<file path="src/rtl/unified_mem_arbiter.sv">
// unified_mem_arbiter
//   Shares one single-port memory between the instruction-fetch port and the
//   MEM-stage data port. Data requests win ties unless fetch has been passed
//   over STARVE_MAX times in a row, in which case fetch wins the next tie.
//
// Ports
//   clk, rst               clock (rising edge), asynchronous active-high reset
//   if_req/if_addr         fetch request and byte address (held until if_ready)
//   if_rdata/if_ready      fetched instruction, one-cycle completion pulse
//   d_req/d_we/d_addr      data request, store select, byte address
//   d_wdata                store data
//   d_rdata/d_ready        load data, one-cycle completion pulse
//   stall_f/stall_d        pipeline stalls for the fetch and MEM stages
//   m_en/m_we/m_addr       memory strobe, write enable, address (registered)
//   m_wdata                memory write data (registered)
//   m_rdata/m_ack          memory read data and completion
module unified_mem_arbiter #(
    parameter int unsigned N          = 32,
    parameter int unsigned STARVE_MAX = 3
) (
    input  logic         clk,
    input  logic         rst,
    input  logic         if_req,
    input  logic [N-1:0] if_addr,
    output logic [N-1:0] if_rdata,
    output logic         if_ready,
    input  logic         d_req,
    input  logic         d_we,
    input  logic [N-1:0] d_addr,
    input  logic [N-1:0] d_wdata,
    output logic [N-1:0] d_rdata,
    output logic         d_ready,
    output logic         stall_f,
    output logic         stall_d,
    output logic         m_en,
    output logic         m_we,
    output logic [N-1:0] m_addr,
    output logic [N-1:0] m_wdata,
    input  logic [N-1:0] m_rdata,
    input  logic         m_ack
);

    typedef enum logic [1:0] {
        StIdle  = 2'd0,
        StFetch = 2'd1,
        StData  = 2'd2
    } state_e;

    localparam logic [3:0] StarveMax = 4'(STARVE_MAX);

    state_e       state_q, state_d;
    logic [3:0]   starve_q, starve_d;
    logic         m_en_q, m_en_d;
    logic         m_we_q, m_we_d;
    logic [N-1:0] m_addr_q, m_addr_d;
    logic [N-1:0] m_wdata_q, m_wdata_d;
    logic [N-1:0] if_rdata_q, if_rdata_d;
    logic [N-1:0] d_rdata_q, d_rdata_d;

    logic if_done;
    logic d_done;
    logic d_load_done;

    assign if_done     = (state_q == StFetch) && m_ack;
    assign d_done      = (state_q == StData) && m_ack;
    assign d_load_done = d_done && !m_we_q;

    // Next-state and grant logic
    always_comb begin
        state_d    = state_q;
        starve_d   = starve_q;
        m_en_d     = m_en_q;
        m_we_d     = m_we_q;
        m_addr_d   = m_addr_q;
        m_wdata_d  = m_wdata_q;
        if_rdata_d = if_done ? m_rdata : if_rdata_q;
        d_rdata_d  = d_load_done ? m_rdata : d_rdata_q;

        unique case (state_q)
            StIdle: begin
                if (d_req && (!if_req || (starve_q < StarveMax))) begin
                    state_d   = StData;
                    m_en_d    = 1'b1;
                    m_we_d    = d_we;
                    m_addr_d  = d_addr;
                    m_wdata_d = d_wdata;
                    // Only count data wins that actually passed over a fetch
                    if (if_req) begin
                        starve_d = (starve_q >= StarveMax) ? StarveMax : starve_q + 4'd1;
                    end else begin
                        starve_d = 4'd0;
                    end
                end else if (if_req) begin
                    state_d  = StFetch;
                    m_en_d   = 1'b1;
                    m_we_d   = 1'b0;
                    m_addr_d = if_addr;
                    starve_d = 4'd0;
                end else begin
                    starve_d = 4'd0;
                end
            end
            StFetch, StData: begin
                if (m_ack) begin
                    state_d = StIdle;
                    m_en_d  = 1'b0;
                    m_we_d  = 1'b0;
                end
            end
            default: begin
                state_d = StIdle;
                m_en_d  = 1'b0;
                m_we_d  = 1'b0;
            end
        endcase
    end

    always_ff @(posedge clk or posedge rst) begin
        if (rst) begin
            state_q    <= StIdle;
            starve_q   <= 4'd0;
            m_en_q     <= 1'b0;
            m_we_q     <= 1'b0;
            m_addr_q   <= '0;
            m_wdata_q  <= '0;
            if_rdata_q <= '0;
            d_rdata_q  <= '0;
        end else begin
            state_q    <= state_d;
            starve_q   <= starve_d;
            m_en_q     <= m_en_d;
            m_we_q     <= m_we_d;
            m_addr_q   <= m_addr_d;
            m_wdata_q  <= m_wdata_d;
            if_rdata_q <= if_rdata_d;
            d_rdata_q  <= d_rdata_d;
        end
    end

    // Read data is forwarded in the completion cycle, then held from the latch
    assign if_rdata = if_done ? m_rdata : if_rdata_q;
    assign d_rdata  = d_load_done ? m_rdata : d_rdata_q;
    assign if_ready = if_done;
    assign d_ready  = d_done;
    assign stall_f  = if_req & ~if_done;
    assign stall_d  = d_req & ~d_done;
    assign m_en     = m_en_q;
    assign m_we     = m_we_q;
    assign m_addr   = m_addr_q;
    assign m_wdata  = m_wdata_q;

endmodule

</file>
<file path="config.mk">
export PLATFORM = sky130hd
export DESIGN_NAME = unified_mem_arbiter
export DESIGN_NICKNAME = d
export VERILOG_FILES = /design/src/rtl/unified_mem_arbiter.sv
export SDC_FILE = /design/constraint.sdc
export NUM_CORES = 1
export LEC_CHECK = 0
export ABC_AREA = 1
export CELL_PAD_IN_SITES_DETAIL_PLACEMENT = 0
export CELL_PAD_IN_SITES_GLOBAL_PLACEMENT = 1
export CORE_MARGIN = 8
export CORE_UTILIZATION = 27
export CTS_CLUSTER_SIZE = 25
export DETAILED_ROUTE_END_ITERATION = 6
export PLACE_DENSITY_LB_ADDON = 0.05
export SLEW_MARGIN = 20
export SYNTH_ARGS = -nofsm -noshare
export SYNTH_HDL_FRONTEND = slang
export SYNTH_SLANG_ARGS = --single-unit
</file>
<file path="constraint.sdc">
create_clock -name clk -period 4.5 [get_ports clk]
set_clock_uncertainty 0.1 [all_clocks]
set_input_delay 0.675 -clock clk [delete_from_list [all_inputs] [get_ports clk]]
set_output_delay 0.675 -clock clk [all_outputs]
set_load 0.01 [all_outputs]
</file>
# ---- Word level (Yosys, flattened, before mapping)
# Index checks and enable logic that the tools add are counted.
dict set report word_totals {
  ff_bits 136
  input_bits 134
  out_inout_bits 134
}
dict set report classes {
  addsub 1
  n_lt_le_gt_ge 2
  n_eq_ne 4
  muxes 18
  bitwise_logic 4
  reduce_logical 13
}
# op n
set ops {}
lappend ops {{$mux W32} 4}
lappend ops {{$mux W4} 3}
lappend ops {{$mux W2} 3}
lappend ops {{$reduce_and A2 Y1} 3}
lappend ops {{$mux W1} 5}
lappend ops {{$add A4 B1 Y4 const B} 1}
lappend ops {{$ge A4 B2 Y1 const B} 1}
lappend ops {{$logic_and A1 B1 Y1} 4}
lappend ops {{$lt A4 B2 Y1 const B} 1}
lappend ops {{$pmux W1 S2} 2}
lappend ops {{$pmux W2 S2} 1}
lappend ops {{$ne A3 B3 Y1 const B} 1}
lappend ops {{$and A1 B1 Y1} 2}
lappend ops {{$eq A2 B1 Y1 const B} 1}
lappend ops {{$eq A2 B2 Y1 const B} 1}
lappend ops {{$logic_not A1 Y1} 2}
lappend ops {{$logic_not A2 Y1} 1}
lappend ops {{$ne A2 B2 Y1 const B} 1}
lappend ops {{$not A1 Y1} 2}
lappend ops {{$reduce_bool A2 Y1} 1}
lappend ops {{$reduce_or A2 Y1} 1}
lappend ops {{$logic_or A1 B1 Y1} 1}

# ---- Logic depth before layout (Yosys ltp)
dict set report logic_depth {
  ltp_word 5
  ltp_mapped 9
}

# ---- Worst setup path after synthesis
# OpenSTA, ideal clock, no wires.
dict set report synth_path {
  kind {in2out}
  startpoint {input m_ack}
  endpoint {output if_rdata[13]}
  arrival_ns 1.385
  t_required_ns 3.725
  path_slack_ns 2.340
  stages 5
  n_path_buf 2
  path_cell_list {nand2_1 -> buf_2 -> buf_1 -> nand2_1 -> o21ai_0}
}
dict set report synth_via {
  elab_chain_cells 2
}
# element line_no
set synth_lines {}
lappend synth_lines {{start, declared} 40} ;# input logic m_ack
lappend synth_lines {{$logic_and A1 B1 Y1} 64} ;# assign if_done = (state_q == StFetch) && m_ack;
lappend synth_lines {{$mux W32} 141} ;# assign if_rdata = if_done ? m_rdata : if_rdata_q;
lappend synth_lines {{end, declared} 25} ;# output logic [N-1:0] if_rdata,
# Every way passes these cells.

# ---- Final worst setup path
dict set report layout_path {
  startpoint {input m_ack}
  endpoint {output d_rdata[30]}
}
dict set report layout_via {
  elab_chain_cells 3
}
# element line_no
set layout_lines {}
lappend layout_lines {{$logic_and A1 B1 Y1} 65} ;# assign d_done = (state_q == StData) && m_ack;
lappend layout_lines {{$logic_and A1 B1 Y1} 66} ;# assign d_load_done = d_done && !m_we_q;
lappend layout_lines {{$mux W32} 142} ;# assign d_rdata = d_load_done ? m_rdata : d_rdata_q;
lappend layout_lines {{end, declared} 31} ;# output logic [N-1:0] d_rdata,
# Every way passes these cells.

==> reports/results.env <==
WORSTPATHREQUIRED_NS=3.72
HTREE_NUM_LEVELS=4
WORSTHOLDPATHTYPE='reg2reg'
YS_SEQ_ELEMENTS=136
SYNTHDOMINANTAREACELLTYPE='sky130_fd_sc_hd__dfrtp_1'
INSERTION_DELAY_NS=0.41
VIA_COUNT=5073
CTS.REPAIR_TIMING.SETUP_BUFFER_COUNT=0
FILL_CELLS=2303
YOSYSUNIQUECELLTYPES=22
ROUTE.FINAL.WIRE_LENGTH_UM=19600
NETLIST_INSTANCES=705
RELSLEWSLACK=0.473
CTS_TREE='yes'
WORST-SLEW-PIN-TRANSITION_NS=0.790
LAYOUT.CELLS.NON_FILLER=1260
SETUP_VIOL=0
GRT_SETUP_UNREPAIRED='no'
HOLDBUFCOUNTCTS=0
DPL.CELL_COUNT=1228
FMAXACHIEVABLE_MHz=273
CTS.SINKS=136
YOSYS_WARNINGS=0
YS_SEQ_AREA_FRAC=0.555
DRV_SLEW=0
POST_DRT_WL_PER_CELL_UM=15.5
ROW_COUNT=55
DRC=0
NUMBER_OF_GLOBAL_ROUTE_VIAS_BEFORE_REPAIR=5376
LEAKAGEPOWER_nW=4.75
AVGVIACOUNTPERCELL=4.03
FINAL.PERIOD_UTILIZATION=0.815
YS_ASYNC_SR_FRACTION=1.00
CLOCK_PATH_BUFFERS=2
CRITICAL_PATH_PEAK_FANOUT=23
CTSRESIZECOUNT=0
FINAL.MIN_CLOCK_PERIOD_NS=3.67
TIMING_WORST_SETUP_PATH_TYPE='in2out'
GRT_FIRST_PASS_WIRELENGTH_UM=31700
POWER-PER-CELL-AREA_nW_PER_UM2=665
ANTENNA_FOUND_INITIAL=1
PLACEMENT.CELL_AREA_UM2=8980
GRT_REMAINING_OVERFLOW=0
END_KIND='output pin'
TIMING.CRITICAL_PATH.ARRIVAL_NS=2.89
SYNTHTOPCELLSBYCOUNT='sky130_fd_sc_hd__nand2_1 (203), sky130_fd_sc_hd__inv_1 (141), sky130_fd_sc_hd__dfrtp_1 (136)'
CHIPHEIGHT_UM=167
CLOCKROOTBUFFER='sky130_fd_sc_hd__clkbuf_16'
FIN_SETUP_TNS_NS=0
PRIMARY_FF_MASTER_SYNTH='sky130_fd_sc_hd__dfrtp_1'
DETAILEDPLACEMENTHPWL_UM=14200
POST_SYNTH_INSTANCE_AREA_UM2=6130
CLKSLEWWORSTSETUPHOLDPATHS_NS=0.06
ANTENNA-DIODE-COUNT=0
SYNTHDOMINANTCELLAREASHARE=0.555
RUN_STATUS='complete, no violations'
FINALHOLDVIOLATIONS=0
CHIPWIDTH_UM=167
COUNT_OF_FLIP_FLOPS_WITH_A_BUILT_IN_ENABLE_AFTER_SYNTHESIS=0
GPL.FINAL_WEIGHTED_CONGESTION=0.699
MAX_CAP_VIOL_COUNT=0
SYNTH.AVG_CELL_AREA_UM2=8.69
CRIT_PATH_START_KIND='input port'
GRT_MAX_DEGREE=82
INITIAL_CORE_UTIL=0.273
SYNTHTOPCELLSBYAREA='sky130_fd_sc_hd__dfrtp_1 (56%), sky130_fd_sc_hd__nand2_1 (12%), sky130_fd_sc_hd__inv_1 (8.6%)'
GRT.TOTAL_USAGE=0.145
ANT_NETS=0
POST_ROUTE_CELLS_DRIVE_ABOVE_1_SHARE=0.0995
NNETSFINAL=1100
POST-ROUTE-CELL-AREA_UM2=9610
TOTAL_DIE_AREA_UM2=27800
IO-PIN-COUNT=268
PORT_BUFFERS=267
SYNTHMOSTINSTANTIATEDCELL='sky130_fd_sc_hd__nand2_1'
PLACEABLECOREAREA_UM2=22400
DRT_FIRST_PASS_ITERS=4
AREAGROWTHSYNTHTOFINISH_PCT=56.8
CTS-BUFFERS-INSERTED=17
MAXIMUM_IR_DROP_ON_THE_VDD_RAIL_mV=0.212
DRC_MARKER_COUNT_FROM_THE_FIRST_DETAILED_ROUTE_ITERATION=282
SYNTH_NETS=843
## path summary, 6_finish.rpt
kind | from | end | slack (ns) | cells past startpoint
min in group asynchronous | rst | m_wdata[14] | 0.67 | 2
max in group asynchronous | rst | m_addr[9] | 2.82 | 3
worst min register to register | d_rdata_q[23] | d_rdata_q[23] | 0.37 | 2
worst min-delay path | d_rdata_q[23] | d_rdata_q[23] | 0.37 | 2
worst max register to register | starve_q[0] | m_wdata[5] | 2.13 | 8
worst max-delay path | m_ack | d_rdata[30] | 0.83 | 7
## final cells by class
cell class	instances	area (µm²)	area share
multi-input combinational	389	1920	0.200
sequential	136	3400	0.354
inverter	143	544	0.0566
clock inverter	13	195	0.0203
clock buffer	19	433	0.0451
tap	285	357	0.0371
timing repair buffer	275	2760	0.287
## layout by cell type (no fill, tap or decap), types with 5 or more instances in the layout
cell,count
sky130_fd_sc_hd__inv_1,140
sky130_fd_sc_hd__dfrtp_1,136
sky130_fd_sc_hd__buf_4,6
sky130_fd_sc_hd__nor2_1,6
sky130_fd_sc_hd__nand2_2,5
sky130_fd_sc_hd__clkdlybuf4s50_1,267
sky130_fd_sc_hd__o21ai_2,46
sky130_fd_sc_hd__nand2_1,202
sky130_fd_sc_hd__nand3_1,65
sky130_fd_sc_hd__o21ai_1,19
sky130_fd_sc_hd__clkbuf_16,17
sky130_fd_sc_hd__o21ai_0,36
## power breakdown
group	internal (mW)	switching, mW	total [mW]	leakage, nW
Clock	0.936	0.566	1.50	0.295
Combinational	1.47	1.41	2.88	2.77
Sequential	1.78	0.224	2.01	1.69
Total	4.18	2.20	6.38	4.75
## flip-flops by register name, indices dropped and copies added (netlist names)
| signal | flops |
|---|---|
| state_q | 2 |
| m_addr | 32 |
| starve_q | 4 |
| m_en | 1 |
| d_rdata_q | 32 |
| m_wdata | 32 |
| if_rdata_q | 32 |
| m_we | 1 |
## worst max-delay path: stages
cell,delay (ns)
sky130_fd_sc_hd__clkdlybuf4s50_1,0.49
sky130_fd_sc_hd__nand2_1,0.11
sky130_fd_sc_hd__or2_2,0.47
sky130_fd_sc_hd__buf_4,0.38
sky130_fd_sc_hd__nand2_1,0.10
sky130_fd_sc_hd__o21ai_2,0.08
sky130_fd_sc_hd__clkdlybuf4s50_1,0.57
## layer usage
metal | up-vias | global-route usage | share of wire
met5 | - | 0 | 0.00066
met4 | 2 | 0.0368 | 0.0097
met3 | 15 | 0.0716 | 0.10
met2 | 174 | 0.225 | 0.45
met1 | 2213 | 0.176 | 0.44
li1 | 2669 | - | -
## cell families after synthesis
family	after synthesis	share of synthesized area
and+or+nand+nor	283	0.192
buffers and inverters	180	0.132
DFF	136	0.555
AOI/OAI and AO/OA	102	0.113
adders and majority gates	4	0.00817
## stage by stage
| step | setup WS (ns) | hold slack, ns | power [mW] | utilization |
|---|---|---|---|---|
| finish | 0.834 | 0.368 | 6.38 | 0.428 |
| global route | 0.627 | 0.389 | 6.85 | 0.428 |
| CTS | 0.785 | 0.373 | 6.53 | 0.428 |
| detailed placement | 0.789 | 0.356 | 4.96 | 0.400 |
| global placement | 0.805 | 0.353 | 4.96 | 0.400 |
| floorplan | 0.0855 | 0.355 | 3.36 | - |
(Power assumes the default switching activity.)
